`src/rtl/sample_serializer.sv`:
```
// -----------------------------------------------------------------------------
// sample_serializer
//
// Purpose:
//    Turns one 16-bit PCM word per frame into a left-justified serial stream
//    for an audio codec. The same word is sent in the left slot and again in
//    the right slot (mono). The block also produces the codec bit clock, the
//    channel-select clock and a one-clk request pulse for the sample producer.
//
// Parameters:
//    sim       1 = fast bit clock for simulation, 0 = hardware bit clock
//
// Ports:
//    clk       input   system clock, all state changes on its rising edge
//    reset     input   asynchronous active-low reset (0 = in reset)
//    sample    input   signed 16-bit PCM word, captured only at frame load
//    play      input   1 = transmit sample, 0 = send silence; captured at load
//    NewFrame  output  one-clk pulse asking the producer for the next sample
//    bclk      output  serial bit clock
//    lrck      output  channel select, 0 = left slot, 1 = right slot
//    sdata     output  serial data, MSB first
// -----------------------------------------------------------------------------
module sample_serializer #(
   parameter bit sim = 1'b0
) (
   input  logic               clk,
   input  logic               reset,
   input  logic signed [15:0] sample,
   input  logic               play,
   output logic               NewFrame,
   output logic               bclk,
   output logic               lrck,
   output logic               sdata
);

   // Number of clk cycles in each half-period of bclk.
   localparam int DIV = sim ? 2 : 8;

   logic [3:0]  div_cnt;
   logic [4:0]  bit_cnt;
   logic [15:0] hold_reg;
   logic [15:0] shift_reg;
   logic        nf_pending;

   logic        div_wrap;
   logic        falling_event;
   logic [4:0]  next_bit;

   // bclk toggles whenever the divider wraps; when it was high at that moment
   // this cycle is the bclk falling event that advances the serial state.
   assign div_wrap      = (div_cnt == 4'(DIV - 1));
   assign falling_event = div_wrap & bclk;
   assign next_bit      = bit_cnt + 5'd1;

   // Data is taken straight from the shift register MSB, so the first bit of
   // each slot appears together with the lrck edge (left-justified format).
   assign sdata = shift_reg[15];

   // Bit counter starts at 31 so the very first falling event after reset is
   // a frame load. NewFrame is delayed through nf_pending so that it appears
   // one clk after lrck rises; reset clears the pending flag, which is what
   // prevents a stray request pulse when a frame is aborted.
   always_ff @(posedge clk or negedge reset) begin
      if (!reset) begin
         div_cnt    <= '0;
         bclk       <= 1'b0;
         bit_cnt    <= 5'd31;
         lrck       <= 1'b0;
         hold_reg   <= '0;
         shift_reg  <= '0;
         nf_pending <= 1'b0;
         NewFrame   <= 1'b0;
      end else begin
         NewFrame   <= nf_pending;
         nf_pending <= 1'b0;

         if (div_wrap) begin
            div_cnt <= '0;
            bclk    <= ~bclk;
         end else begin
            div_cnt <= div_cnt + 4'd1;
         end

         if (falling_event) begin
            bit_cnt <= next_bit;
            if (next_bit == 5'd0) begin
               hold_reg  <= play ? sample : 16'h0000;
               shift_reg <= play ? sample : 16'h0000;
               lrck      <= 1'b0;
            end else if (next_bit == 5'd16) begin
               shift_reg  <= hold_reg;
               lrck       <= 1'b1;
               nf_pending <= 1'b1;
            end else begin
               shift_reg <= {shift_reg[14:0], 1'b0};
            end
         end
      end
   end

endmodule

```
`config.mk`:
```
export PLATFORM = sky130hd
export DESIGN_NAME = sample_serializer
export DESIGN_NICKNAME = d
export VERILOG_FILES = /design/src/rtl/sample_serializer.sv
export SDC_FILE = /design/constraint.sdc
export NUM_CORES = 1
export LEC_CHECK = 0
export ABC_AREA = 1
export CORE_ASPECT_RATIO = 0.5
export CORE_MARGIN = 3
export CORE_UTILIZATION = 56
export DETAILED_ROUTE_END_ITERATION = 8
export PLACE_DENSITY = 0.78
export RECOVER_POWER = 100
export SYNTH_ARGS = -nofsm -noshare
export SYNTH_HDL_FRONTEND = slang
export SYNTH_SLANG_ARGS = --single-unit
```
`constraint.sdc`:
```
create_clock -name clk -period 2.1 [get_ports clk]
set_clock_uncertainty 0.15 [all_clocks]
set_input_delay 0.525 -clock clk [delete_from_list [all_inputs] [get_ports clk]]
set_output_delay 0.525 -clock clk [all_outputs]
set_load 0.01 [all_outputs]
```
==> out/qor.csv, run 1 <==
stage;metric;value;unit
timing;setup_tns;0;ps
logic_synthesis;Synth Area in Compound Gates;1.985;%
power;leakage power;1.258;nW
critical_path;Critical path buffers and inverters;1;
timing;final setup violation count;0;
placed_design;GPL Wtd Cong;0.7320;
placed_design;number of port buffers;22;
final_layout;Fill cells;288;
timing;hold slack;215.8;ps
logic_synthesis;main combinational cell family by area after synthesis;simple AND/OR/NAND/NOR gates;
final_layout;Area Overhead vs Synth;15.60;%
critical_path;crit-path cells;dlygate4sd3_1;
floorplan;FP Rows;15;
floorplan;die footprint;0.004899;mm^2
floorplan;die height;51.02;um
min_path;worst min-delay path category;reg -> reg;
critical_path;slowest cell on the critical path;dlygate4sd3_1;
routing;Final ANT Viol Nets;0;
logic_synthesis;XOR/XNOR share of the synthesized area;2.591;%
floorplan;I/O pin count;23;
timing;fmax;0.4997;GHz
critical_path;CP Class;reg -> out;
logic_synthesis;post-synthesis mux area share;0;%
logic_synthesis;Yosys cell types;28;
floorplan;chip width;96.04;um
final_layout;most frequent cells in the layout;nand2_1, dfrtp_1, nand3_1, clkdlybuf4s50_1, inv_1;
routing;wire per inst;13.17;um
critical_path;WP data required;1420;ps
global_routing;largest net degree at the start of global routing;46;
floorplan;Initial Util;62.02;%
run;Max Cap Viol;0;
clock_tree;CTS max path bufs;2;
clock_tree;CTS tree;built;
logic_synthesis;sequential fraction of the synthesis area;49.89;%
logic_synthesis;Post-synth EDFFs;0;
clock_tree;clk sink count;45;
clock_tree;worst skew pair latency;290;ps
final_layout;share of layout cells above drive strength 1;17.31;%
global_routing;vias in the first global route;1649;
power;Max rail drop VDD;361.0;uV
critical_path;data arrival time of the critical path;1330;ps
logic_synthesis;post-synthesis simple-gate area fraction;37.54;%
logic_synthesis;Primary FF master, synth;dfrtp_1;
logic_synthesis;synthesized area per cell;8.901;um^2
logic_synthesis;Post-Syn Area;0.002270;mm^2
critical_path;Worst Setup End Kind;output port;
final_layout;nets;305;
timing;final period utilization;95.30;%
power;PwrDens;556.5;mW/mm^2
final_layout;ANT cells;0;
global_routing;Tot GR Track Use;20.71;%
global_routing;remaining global-route overflow;0;
placed_design;placed wire-length estimate;2926;um
final_layout;most common cell after layout, fill and taps aside;nand2_1;
clock_tree;CTS root buffer;clkbuf_8;
logic_synthesis;Synth Register Bits;45;
power;Tot Pwr;1.460;mW
global_routing;global-route wire length before repair;7665;um
critical_path;worst-path maximum fanout;3;
logic_synthesis;Synth area leaders;dfrtp_1, nand2_1, dfstp_2;
timing;fin. max-slew vios;0;
logic_synthesis;Synth top area share;44.10;%
routing;WL final;4400;um
logic_synthesis;cell count after synthesis;255;
logic_synthesis;Yosys top cell by area;dfrtp_1;
routing;vias post-DR;1720;
routing;vias per cell;5.150;
timing;RSZ-0062 raised after global routing;false;
logic_synthesis;Adder-Cell Fraction of Synth Area;1.654;%
logic_synthesis;share of flip-flops with an asynchronous set or reset;100.0;%
floorplan;core area;0.003660;mm^2
outcome;run status;complete, no violations;
timing;post-route minimum period;2001;ps
routing;initial drt markers;86;
global_routing;initial antenna violation count;0;
timing;Slew HR;27.42;%
routing;Post-route DRC;0;
critical_path;CP startpoint kind;register;
timing;slew of the pin with the lowest slew margin;1089;ps
critical_path;CP delay by family, top;buffers and inverters;
timing;final hold vios;0;
critical_path;CP peak stage delay;610;ps
clock_tree;Num CTS Buffers;5;
clock_tree;Reg clk slew, reported paths;80;ps
routing;DRT Pass-1 Iters;4;
logic_synthesis;Ys Warns;0;
logic_synthesis;syn_nets;277;
clock_tree;H-tree depth;2;
## metal layers
layer	wire length [um]	share of wire [%]	global-route usage, %
met5	0	0	0
met4	34	0.77	5.660
met3	155	3.5	5.441
met2	2061	47	33.14
met1	2149	49	27.97
## Yosys cell counts (2+ instances only)
library cell  number
dfrtp_1           40
nand2_2            5
nand3_2           13
nand3_1           23
or2_2              3
buf_6              4
dfstp_2            5
o21ai_0            8
nor2_1            10
clkbuf_1           2
nand2_1          106
xor2_2             2
ha_1               3
xor2_1             2
inv_1             11
nand3_4            3
nor2_4             4
## report_power, final
part	switching, mW	total, mW	internal, mW
registers	0	0.866	0.866
clock network	0.278	0.539	0.261
logic	0.0246	0.0549	0.0302
total	0.302	1.46	1.16
## final timing paths
kind                            start  slack [ps]  cells past startpoint             to
setup / recovery                 bclk         100                      1           bclk
hold / removal             nf_pending         220                      0       NewFrame
setup reg to reg           bit_cnt[1]         120                     10  shift_reg[12]
hold reg to reg            nf_pending         220                      0       NewFrame
max in group asynchronous       reset         780                      2    hold_reg[6]
min in group asynchronous       reset         360                      2   hold_reg[11]
## per-stage QoR
| stage | utilization, % | setup slack (ps) | instance area [um^2] | cells |
|---|---|---|---|---|
| after floorplan | - | 259.5 | 2270 | 255 |
| final | 71.69 | 98.76 | 2624 | 334 |
| after CTS | 71.59 | 21.79 | 2620 | 332 |
| after global routing | 71.69 | 13.17 | 2624 | 334 |
| after detailed placement | 69.23 | 55.87 | 2534 | 325 |
| after global placement | 69.23 | 106.0 | 2534 | 325 |
## final cells by class
class	instances	area, um^2	area share, %
clock buffer	7	86.33	3.290
sequential	45	1132	43.16
timing repair buffer	30	310.3	11.83
inverter	14	60.06	2.289
tap	51	63.81	2.432
multi-input combinational	187	970.9	37.01
## worst register-to-register path: stages (launching register included)
cell and delay, ps:
dfstp_2 570, ha_2 220, inv_1 50, nand2_1 110
nand3_4 110, clkinv_4 70, nand3_4 120, nor2_4 160
buf_12 150, nand3_1 100, nand3_1 100
## repair_timing
item                                    4_1_cts  5_1_grt
setup buffers                                 0        2
hold buffers                                  0        0
gates resized for setup                       0        4
endpoints found under the setup margin        0       17
## cells by family (layout without fill, tap and decap cells)
| kind of cell | count (synthesis) | count (layout) |
|---|---|---|
| fa+ha+maj | 3 | 3 |
| compound gates | 9 | 9 |
| xor+xnor | 5 | 5 |
| buf+inv | 23 | 51 |
| simple gates | 170 | 170 |
| flops | 45 | 45 |
Note: power is estimated with default switching activity, not from simulation.
==> inputs of run 2 (changes only) <==
Settings changed: SLEW_MARGIN set to 20.
==> results of run 2 <==
No change in the layout: final DEF, timing and power equal those of run 1.
